File: src/rtl/uart_pkg.sv
// Shared constants, divisor layout and the default-divisor calculation for the UART baud generator.
package uart_pkg;

    localparam int unsigned MIN_DIV_INT   = 2;
    localparam int unsigned DIV_W_DEF     = 16;
    localparam int unsigned FRAC_BITS_DEF = 4;

    // Divisor in clocks per oversample tick, unsigned fixed point int.frac (default widths)
    typedef struct packed {
        logic [DIV_W_DEF-1:0]     int_part;
        logic [FRAC_BITS_DEF-1:0] frac_part;
    } baud_div_t;

    // round(clock_hz * 2^frac_bits / (baud * oversample)) in plain integer arithmetic
    function automatic longint unsigned default_div(
        input longint unsigned clock_hz,
        input longint unsigned baud,
        input longint unsigned oversample,
        input longint unsigned frac_bits
    );
        longint unsigned num;
        longint unsigned den;
        num = clock_hz << frac_bits;
        den = baud * oversample;
        return (num + (den >> 1)) / den;
    endfunction

endpackage

File: src/rtl/uart_baud_gen_if.sv
// Control/status bundle between a UART datapath (master) and the baud generator (slave).
interface uart_baud_gen_if
    import uart_pkg::*;
#(
    parameter int unsigned DIV_W     = DIV_W_DEF,
    parameter int unsigned FRAC_BITS = FRAC_BITS_DEF
);

    logic                       en;
    logic                       sync;
    logic                       div_wr;
    logic [DIV_W+FRAC_BITS-1:0] div_in;
    logic [DIV_W+FRAC_BITS-1:0] div_q;
    logic                       div_pending;
    logic                       os_tick;
    logic                       bit_tick;

    modport master (
        output en, sync, div_wr, div_in,
        input  div_q, div_pending, os_tick, bit_tick
    );

    modport slave (
        input  en, sync, div_wr, div_in,
        output div_q, div_pending, os_tick, bit_tick
    );

endinterface

File: src/rtl/uart_frac_div.sv
// Fractional period counter: emits os_tick every int or int+1 cycles so the mean period equals the divisor.
module uart_frac_div
    import uart_pkg::*;
#(
    parameter int unsigned       DIV_W     = DIV_W_DEF,
    parameter int unsigned       FRAC_BITS = FRAC_BITS_DEF,
    parameter logic [DIV_W-1:0]  RESET_CNT = '0
) (
    input  logic                 clk,
    input  logic                 resetn,
    input  logic                 en,
    input  logic                 sync,
    input  logic [DIV_W-1:0]     reload_int,
    input  logic [FRAC_BITS-1:0] reload_frac,
    output logic                 os_tick
);

    logic [DIV_W-1:0]     cnt;
    logic [DIV_W-1:0]     cnt_d;
    logic [FRAC_BITS-1:0] frac_acc;
    logic [FRAC_BITS-1:0] frac_acc_d;
    logic [FRAC_BITS:0]   acc_sum;

    // Tick when the period counter expires; a restart cycle never ticks
    assign os_tick = en && !sync && (cnt == '0);
    assign acc_sum = {1'b0, frac_acc} + {1'b0, reload_frac};

    // Next counter state: restart, reload with fractional carry, or count down
    always_comb begin
        cnt_d      = cnt;
        frac_acc_d = frac_acc;
        if (sync) begin
            cnt_d      = reload_int - DIV_W'(1);
            frac_acc_d = '0;
        end else if (os_tick) begin
            frac_acc_d = acc_sum[FRAC_BITS-1:0];
            cnt_d      = reload_int + DIV_W'(acc_sum[FRAC_BITS]) - DIV_W'(1);
        end else if (en) begin
            cnt_d = cnt - DIV_W'(1);
        end
    end

    // Period counter and fractional accumulator registers
    always_ff @(posedge clk or negedge resetn) begin
        if (!resetn) begin
            cnt      <= RESET_CNT;
            frac_acc <= '0;
        end else begin
            cnt      <= cnt_d;
            frac_acc <= frac_acc_d;
        end
    end

endmodule

File: src/rtl/uart_baud_gen.sv
// Programmable fractional baud generator: oversample strobe, bit strobe, deferred divisor update, mid-bit resync.
module uart_baud_gen
    import uart_pkg::*;
#(
    parameter int unsigned CLOCK_HZ     = 50000000,
    parameter int unsigned DEFAULT_BAUD = 115200,
    parameter int unsigned OVERSAMPLE   = 16,
    parameter int unsigned DIV_W        = DIV_W_DEF,
    parameter int unsigned FRAC_BITS    = FRAC_BITS_DEF
) (
    input  logic          clk,
    input  logic          resetn,
    uart_baud_gen_if.slave bus
);

    localparam int unsigned DW   = DIV_W + FRAC_BITS;
    localparam int unsigned OS_W = $clog2(OVERSAMPLE);

    // Force the integer part up to the minimum usable period, keeping the fraction
    function automatic logic [DW-1:0] clamp_div(input logic [DW-1:0] d);
        logic [DIV_W-1:0] ip;
        ip = d[DW-1:FRAC_BITS];
        if (ip < DIV_W'(MIN_DIV_INT)) begin
            ip = DIV_W'(MIN_DIV_INT);
        end
        return {ip, d[FRAC_BITS-1:0]};
    endfunction

    localparam longint unsigned  DEF_RAW     = default_div(64'(CLOCK_HZ), 64'(DEFAULT_BAUD),
                                                           64'(OVERSAMPLE), 64'(FRAC_BITS));
    localparam logic [DW-1:0]    DEFAULT_DIV = clamp_div(DW'(DEF_RAW));
    localparam logic [DIV_W-1:0] RESET_CNT   = DEFAULT_DIV[DW-1:FRAC_BITS] - DIV_W'(1);

    logic [DW-1:0]   div_q;
    logic [DW-1:0]   div_d;
    logic [DW-1:0]   div_pend;
    logic [DW-1:0]   div_pend_d;
    logic            div_pending;
    logic            div_pending_d;
    logic [DW-1:0]   div_in_clamped;
    logic [OS_W-1:0] os_cnt;
    logic [OS_W-1:0] os_cnt_d;
    logic            os_tick;
    logic            bit_tick;

    assign div_in_clamped = clamp_div(bus.div_in);
    assign bit_tick       = os_tick && (os_cnt == OS_W'(OVERSAMPLE - 1));

    // Divisor in effect next cycle; also the value the period counter reloads with this cycle
    always_comb begin
        div_d         = div_q;
        div_pend_d    = div_pend;
        div_pending_d = div_pending;
        if (bit_tick && div_pending) begin
            div_d         = div_pend;
            div_pending_d = 1'b0;
        end
        if (bus.div_wr) begin
            if (!bus.en || bus.sync) begin
                div_d         = div_in_clamped;
                div_pending_d = 1'b0;
            end else begin
                div_pend_d    = div_in_clamped;
                div_pending_d = 1'b1;
            end
        end
    end

    // Oversample index: restart lands the next bit strobe at half a bit
    always_comb begin
        os_cnt_d = os_cnt;
        if (bus.sync) begin
            os_cnt_d = OS_W'(OVERSAMPLE / 2);
        end else if (os_tick) begin
            os_cnt_d = os_cnt + OS_W'(1);
        end
    end

    // Divisor, pending divisor and oversample index registers
    always_ff @(posedge clk or negedge resetn) begin
        if (!resetn) begin
            div_q       <= DEFAULT_DIV;
            div_pend    <= DEFAULT_DIV;
            div_pending <= 1'b0;
            os_cnt      <= '0;
        end else begin
            div_q       <= div_d;
            div_pend    <= div_pend_d;
            div_pending <= div_pending_d;
            os_cnt      <= os_cnt_d;
        end
    end

    uart_frac_div #(
        .DIV_W     (DIV_W),
        .FRAC_BITS (FRAC_BITS),
        .RESET_CNT (RESET_CNT)
    ) u_frac_div (
        .clk         (clk),
        .resetn      (resetn),
        .en          (bus.en),
        .sync        (bus.sync),
        .reload_int  (div_d[DW-1:FRAC_BITS]),
        .reload_frac (div_d[FRAC_BITS-1:0]),
        .os_tick     (os_tick)
    );

    assign bus.div_q       = div_q;
    assign bus.div_pending = div_pending;
    assign bus.os_tick     = os_tick;
    assign bus.bit_tick    = bit_tick;

endmodule

File: src/flat_wrapper.sv
// flat-port wrapper written by rule: the top's interface ports become plain ports
module uart_baud_gen_flat import uart_pkg::*;
#(
    parameter int unsigned CLOCK_HZ     = 50000000,
    parameter int unsigned DEFAULT_BAUD = 115200,
    parameter int unsigned OVERSAMPLE   = 16,
    parameter int unsigned DIV_W        = DIV_W_DEF,
    parameter int unsigned FRAC_BITS    = FRAC_BITS_DEF
)
  (clk, resetn, bus_en, bus_sync, bus_div_wr, bus_div_in, bus_div_q, bus_div_pending, bus_os_tick, bus_bit_tick);
  uart_baud_gen_if #(.DIV_W(DIV_W), .FRAC_BITS(FRAC_BITS)) bus_i ();
  input  logic clk;
  input  logic resetn;
  input wire logic [$bits(bus_i.en)-1:0] bus_en;
  input wire logic [$bits(bus_i.sync)-1:0] bus_sync;
  input wire logic [$bits(bus_i.div_wr)-1:0] bus_div_wr;
  input wire logic [$bits(bus_i.div_in)-1:0] bus_div_in;
  output wire logic [$bits(bus_i.div_q)-1:0] bus_div_q;
  output wire logic [$bits(bus_i.div_pending)-1:0] bus_div_pending;
  output wire logic [$bits(bus_i.os_tick)-1:0] bus_os_tick;
  output wire logic [$bits(bus_i.bit_tick)-1:0] bus_bit_tick;
  assign bus_i.en = bus_en;
  assign bus_i.sync = bus_sync;
  assign bus_i.div_wr = bus_div_wr;
  assign bus_i.div_in = bus_div_in;
  assign bus_div_q = bus_i.div_q;
  assign bus_div_pending = bus_i.div_pending;
  assign bus_os_tick = bus_i.os_tick;
  assign bus_bit_tick = bus_i.bit_tick;
  uart_baud_gen #(.CLOCK_HZ(CLOCK_HZ), .DEFAULT_BAUD(DEFAULT_BAUD), .OVERSAMPLE(OVERSAMPLE), .DIV_W(DIV_W), .FRAC_BITS(FRAC_BITS)) u_core (.clk(clk), .resetn(resetn), .bus(bus_i));
endmodule
File: config.mk
export PLATFORM = sky130hd
export DESIGN_NAME = uart_baud_gen_flat
export DESIGN_NICKNAME = d
export VERILOG_FILES = /design/src/rtl/uart_pkg.sv /design/src/rtl/uart_baud_gen_if.sv /design/src/rtl/uart_frac_div.sv /design/src/rtl/uart_baud_gen.sv /design/src/flat_wrapper.sv
export SDC_FILE = /design/constraint.sdc
export NUM_CORES = 1
export LEC_CHECK = 0
export ABC_AREA = 1
export CORE_ASPECT_RATIO = 0.6
export CORE_UTILIZATION = 57
export DETAILED_ROUTE_END_ITERATION = 10
export PLACE_DENSITY = 0.88
export SETUP_SLACK_MARGIN = 0.4
export SYNTH_ARGS = -nofsm -noshare
export SYNTH_HDL_FRONTEND = slang
export SYNTH_SLANG_ARGS = --single-unit
File: constraint.sdc
create_clock -name clk -period 9.1 [get_ports clk]
set_input_delay 0.91 -clock clk [delete_from_list [all_inputs] [get_ports clk]]
set_output_delay 0.91 -clock clk [all_outputs]
set_load 0.01 [all_outputs]
==> out/metrics.csv <==
stage,metric,value,unit
die,die area,8290,sq um
placed_design,pre-CTS setup slack,3.08,ns
power_and_ir_drop,leakage,2.61,nW
timing,setup TNS,0,ns
setup_path,critical path class,in2reg,
timing,RSZ-0062 raised after global routing,no,
grt,grt ovf,0,
die,initial core utilization,0.606,
placed_design,Final Wtd Congestion,1.01,
power_and_ir_drop,Sw Pwr,0.000306,W
run_status,status,"complete, no violations",
timing,Final WS setup,3.16,ns
logic_synthesis,asr flop ratio synth,1.00,
timing,Final Max Slew Viols,0,
die,die extent in y,70.9,microns
clocking,CTS tree,yes,
timing,Max Clock Skew,0.00489,ns
final_layout,Final nets,714,
detailed_routing,ANT nets after route,0,
detailed_routing,Via Count,4665,
power_and_ir_drop,Clock Power Share,0.357,
detailed_routing,total wire length,13.8,mm
job,max_cap viols,0,
timing,slew margin rel.,0.369,
die,core footprint,7450,sq um
logic_synthesis,top cell type's share of synthesized area,0.288,
clocking,CTS sink count,65,
detailed_routing,1st-iter DRT viols,563,
logic_synthesis,Synth Area per Inst,7.12,sq um
die,# IOs,48,
clocking,CTS Buf Count,9,
final_layout,FILL cells,610,
timing,fin crit share,0.653,
setup_path,CP Launch Type,input port,
grt,largest net degree at the start of global routing,66,
die,die span in x,117,microns
logic_synthesis,number of library cell types mapped by synthesis,44,
timing,Worst-Margin Slew,0.944,ns
logic_synthesis,Main synth FF type,dfrtp_1,
final_layout,"commonest non-fill, non-tap cell in the layout",nand2_1,
setup_path,"Max FO, Critical Path",21,
setup_path,CP endpoint kind,flip-flop,
detailed_routing,First-pass DRT Iterations,7,
logic_synthesis,Mapped Area,4510,sq um
clocking,Clock Tree Buf Depth,2,
timing,post-layout min period,5.94,ns
hold_path,HP Class,reg2reg,
timing,final hold vios,0,
clocking,post-cts sizing count,0,
placed_design,HPWL Detailed,10.1,mm
clocking,"Hold-fix buffers, CTS",0,
die,Cell Rows,24,
clocking,H-tree Lvls,3,
setup_path,data required time of the worst path,9.33,ns
grt,initial antenna violation count,0,
logic_synthesis,#FFs+latches synth,65,
timing,fmax,168,MHz
detailed_routing,drt wl/cell,17.5,microns
setup_path,CP Data Arrival Time,6.17,ns
logic_synthesis,"area leader, netlist",dfrtp_1,
logic_synthesis,top post-synthesis cells by area,"dfrtp_1, nand2_1, dfstp_2",
logic_synthesis,post-synthesis sequential area ratio,0.364,
power_and_ir_drop,combinational power share,0.250,
logic_synthesis,"Net Count, Synth",670,
clocking,clock root cell,clkbuf_16,
clocking,post-CTS setup repair buffer count,0,
detailed_routing,Residual DRC,0,
power_and_ir_drop,PD cells,176,nW/um^2
placed_design,number of port buffers,47,
final_layout,share of layout cells above drive strength 1,0.145,
logic_synthesis,"Warnings, synthesis",0,
final_layout,post-layout util,0.714,
grt,first-pass GRT wire length,21.8,mm
power_and_ir_drop,Peak VDD IR,108,uV
logic_synthesis,number of enable flip-flop cells after synthesis,0,
clocking,Clock Pin Slew Worst Setup and Hold Paths,0.05,ns
power_and_ir_drop,Seq pwr share,0.393,
power_and_ir_drop,P_int,0.000630,W
grt,Total GRT Usage,0.352,
final_layout,"commonest non-fill, non-tap cells in the layout","nand2_1, inv_1, nand3_1, dfrtp_1, clkdlybuf4s50_1",
final_layout,n_diodes,0,
detailed_routing,Vias/cell,5.94,
power_and_ir_drop,switching share of power,0.327,
final_layout,Area Growth Syn to Fin,17.8,%
logic_synthesis,Mapped Cells,634,
timing,setup violators final,0,
clocking,"Clk Latency, worst-skew pair",0.34,ns
grt,number of global-route vias before repair,4356,
worst paths after layout:
kind                       slack, ns  depth (start not counted)                         to                     start
setup / recovery                3.16                         24  u_core.u_frac_div.cnt[14]                  bus_sync
hold / removal                  0.48                          2         u_core.div_pend[1]        u_core.div_pend[1]
setup reg to reg                4.28                         24  u_core.u_frac_div.cnt[14]  u_core.u_frac_div.cnt[0]
hold reg to reg                 0.48                          2         u_core.div_pend[1]        u_core.div_pend[1]
max in group asynchronous       7.79                          2   u_core.u_frac_div.cnt[2]                    resetn
min in group asynchronous       0.74                          2        u_core.div_pend[11]                    resetn
flip-flops by register name, indices dropped and copies added, names as in the netlist:
name and cells:
u_core.u_frac_div.frac_acc 4, u_core.os_cnt 4, u_core.bus.div_pending 1, u_core.u_frac_div.cnt 16, u_core.div_pend 20, u_core.bus.div_q 20
Yosys cell counts, types with 13 or more instances:
cell type	n
nor2_1	41
o21ai_0	40
nand2_1	196
nand3_1	57
dfstp_2	13
dfrtp_1	52
inv_2	15
inv_1	62
nand2_2	16
a21oi_1	20
worst max-delay path, stage by stage:
cell	delay (ns)
clkdlybuf4s50_1	0.86
inv_4	0.38
nand2_4	0.14
inv_6	0.11
nand3_2	0.09
nor2_4	0.49
nand3_2	0.41
nor2_1	0.20
o21ai_0	0.17
ha_1	0.25
fa_1	0.40
a21oi_1	0.15
o21ba_2	0.18
ha_1	0.24
ha_1	0.21
inv_1	0.05
nor2_2	0.17
nand3_1	0.19
inv_1	0.17
nand3_1	0.09
nand3_1	0.10
nand2_1	0.07
nand2_1	0.06
nand2_1	0.05
kinds of logic (layout without fill, tap and decap cells):
group / Yosys count / count (layout) / share of synthesized area
AOI/OAI and AO/OA: 87 / 87 / 0.111
adders and majority gates: 11 / 11 / 0.0322
and+or+nand+nor: 356 / 356 / 0.377
DFF: 65 / 65 / 0.364
buffers and inverters: 104 / 152 / 0.0951
xor gates and xnor gates: 11 / 11 / 0.0214
layer usage:
layer | vias up | part of all wire | track usage
li1 | 2114 | - | -
met1 | 2167 | 0.43 | 0.509
met2 | 348 | 0.43 | 0.527
met3 | 36 | 0.13 | 0.0934
met4 | 0 | 0.016 | 0.0858
met5 | - | 0 | 0
through the flow:
stage | cell area [sq um] | instances | hold slack, ns | power (W)
finish | 5320 | 786 | 0.477 | 0.000936
global route | 5320 | 786 | 0.495 | 0.000974
CTS | 5320 | 786 | 0.475 | 0.000931
detailed placement | 5040 | 771 | 0.466 | 0.000596
global placement | 5040 | 771 | 0.460 | 0.000591
floorplan | 4510 | 634 | 0.443 | 0.000509
power groups by stage:
stage	sequential, W	combinational (W)	clock [W]
after floorplan	0.000367	0.000143	0
after detailed placement	0.000370	0.000226	0
after global placement	0.000369	0.000222	0
final	0.000368	0.000234	0.000334
after CTS	0.000367	0.000230	0.000334
after global routing	0.000371	0.000256	0.000347
area by class of cell:
type,instances,area (sq um),area share
clock buffer,11,233,0.0438
clock inverter,4,45.0,0.00847
inverter,86,330,0.0621
multi-input combinational,465,2440,0.459
sequential,65,1640,0.309
tap,104,130,0.0245
timing repair buffer,51,495,0.0932
(Power assumes the default switching activity.)
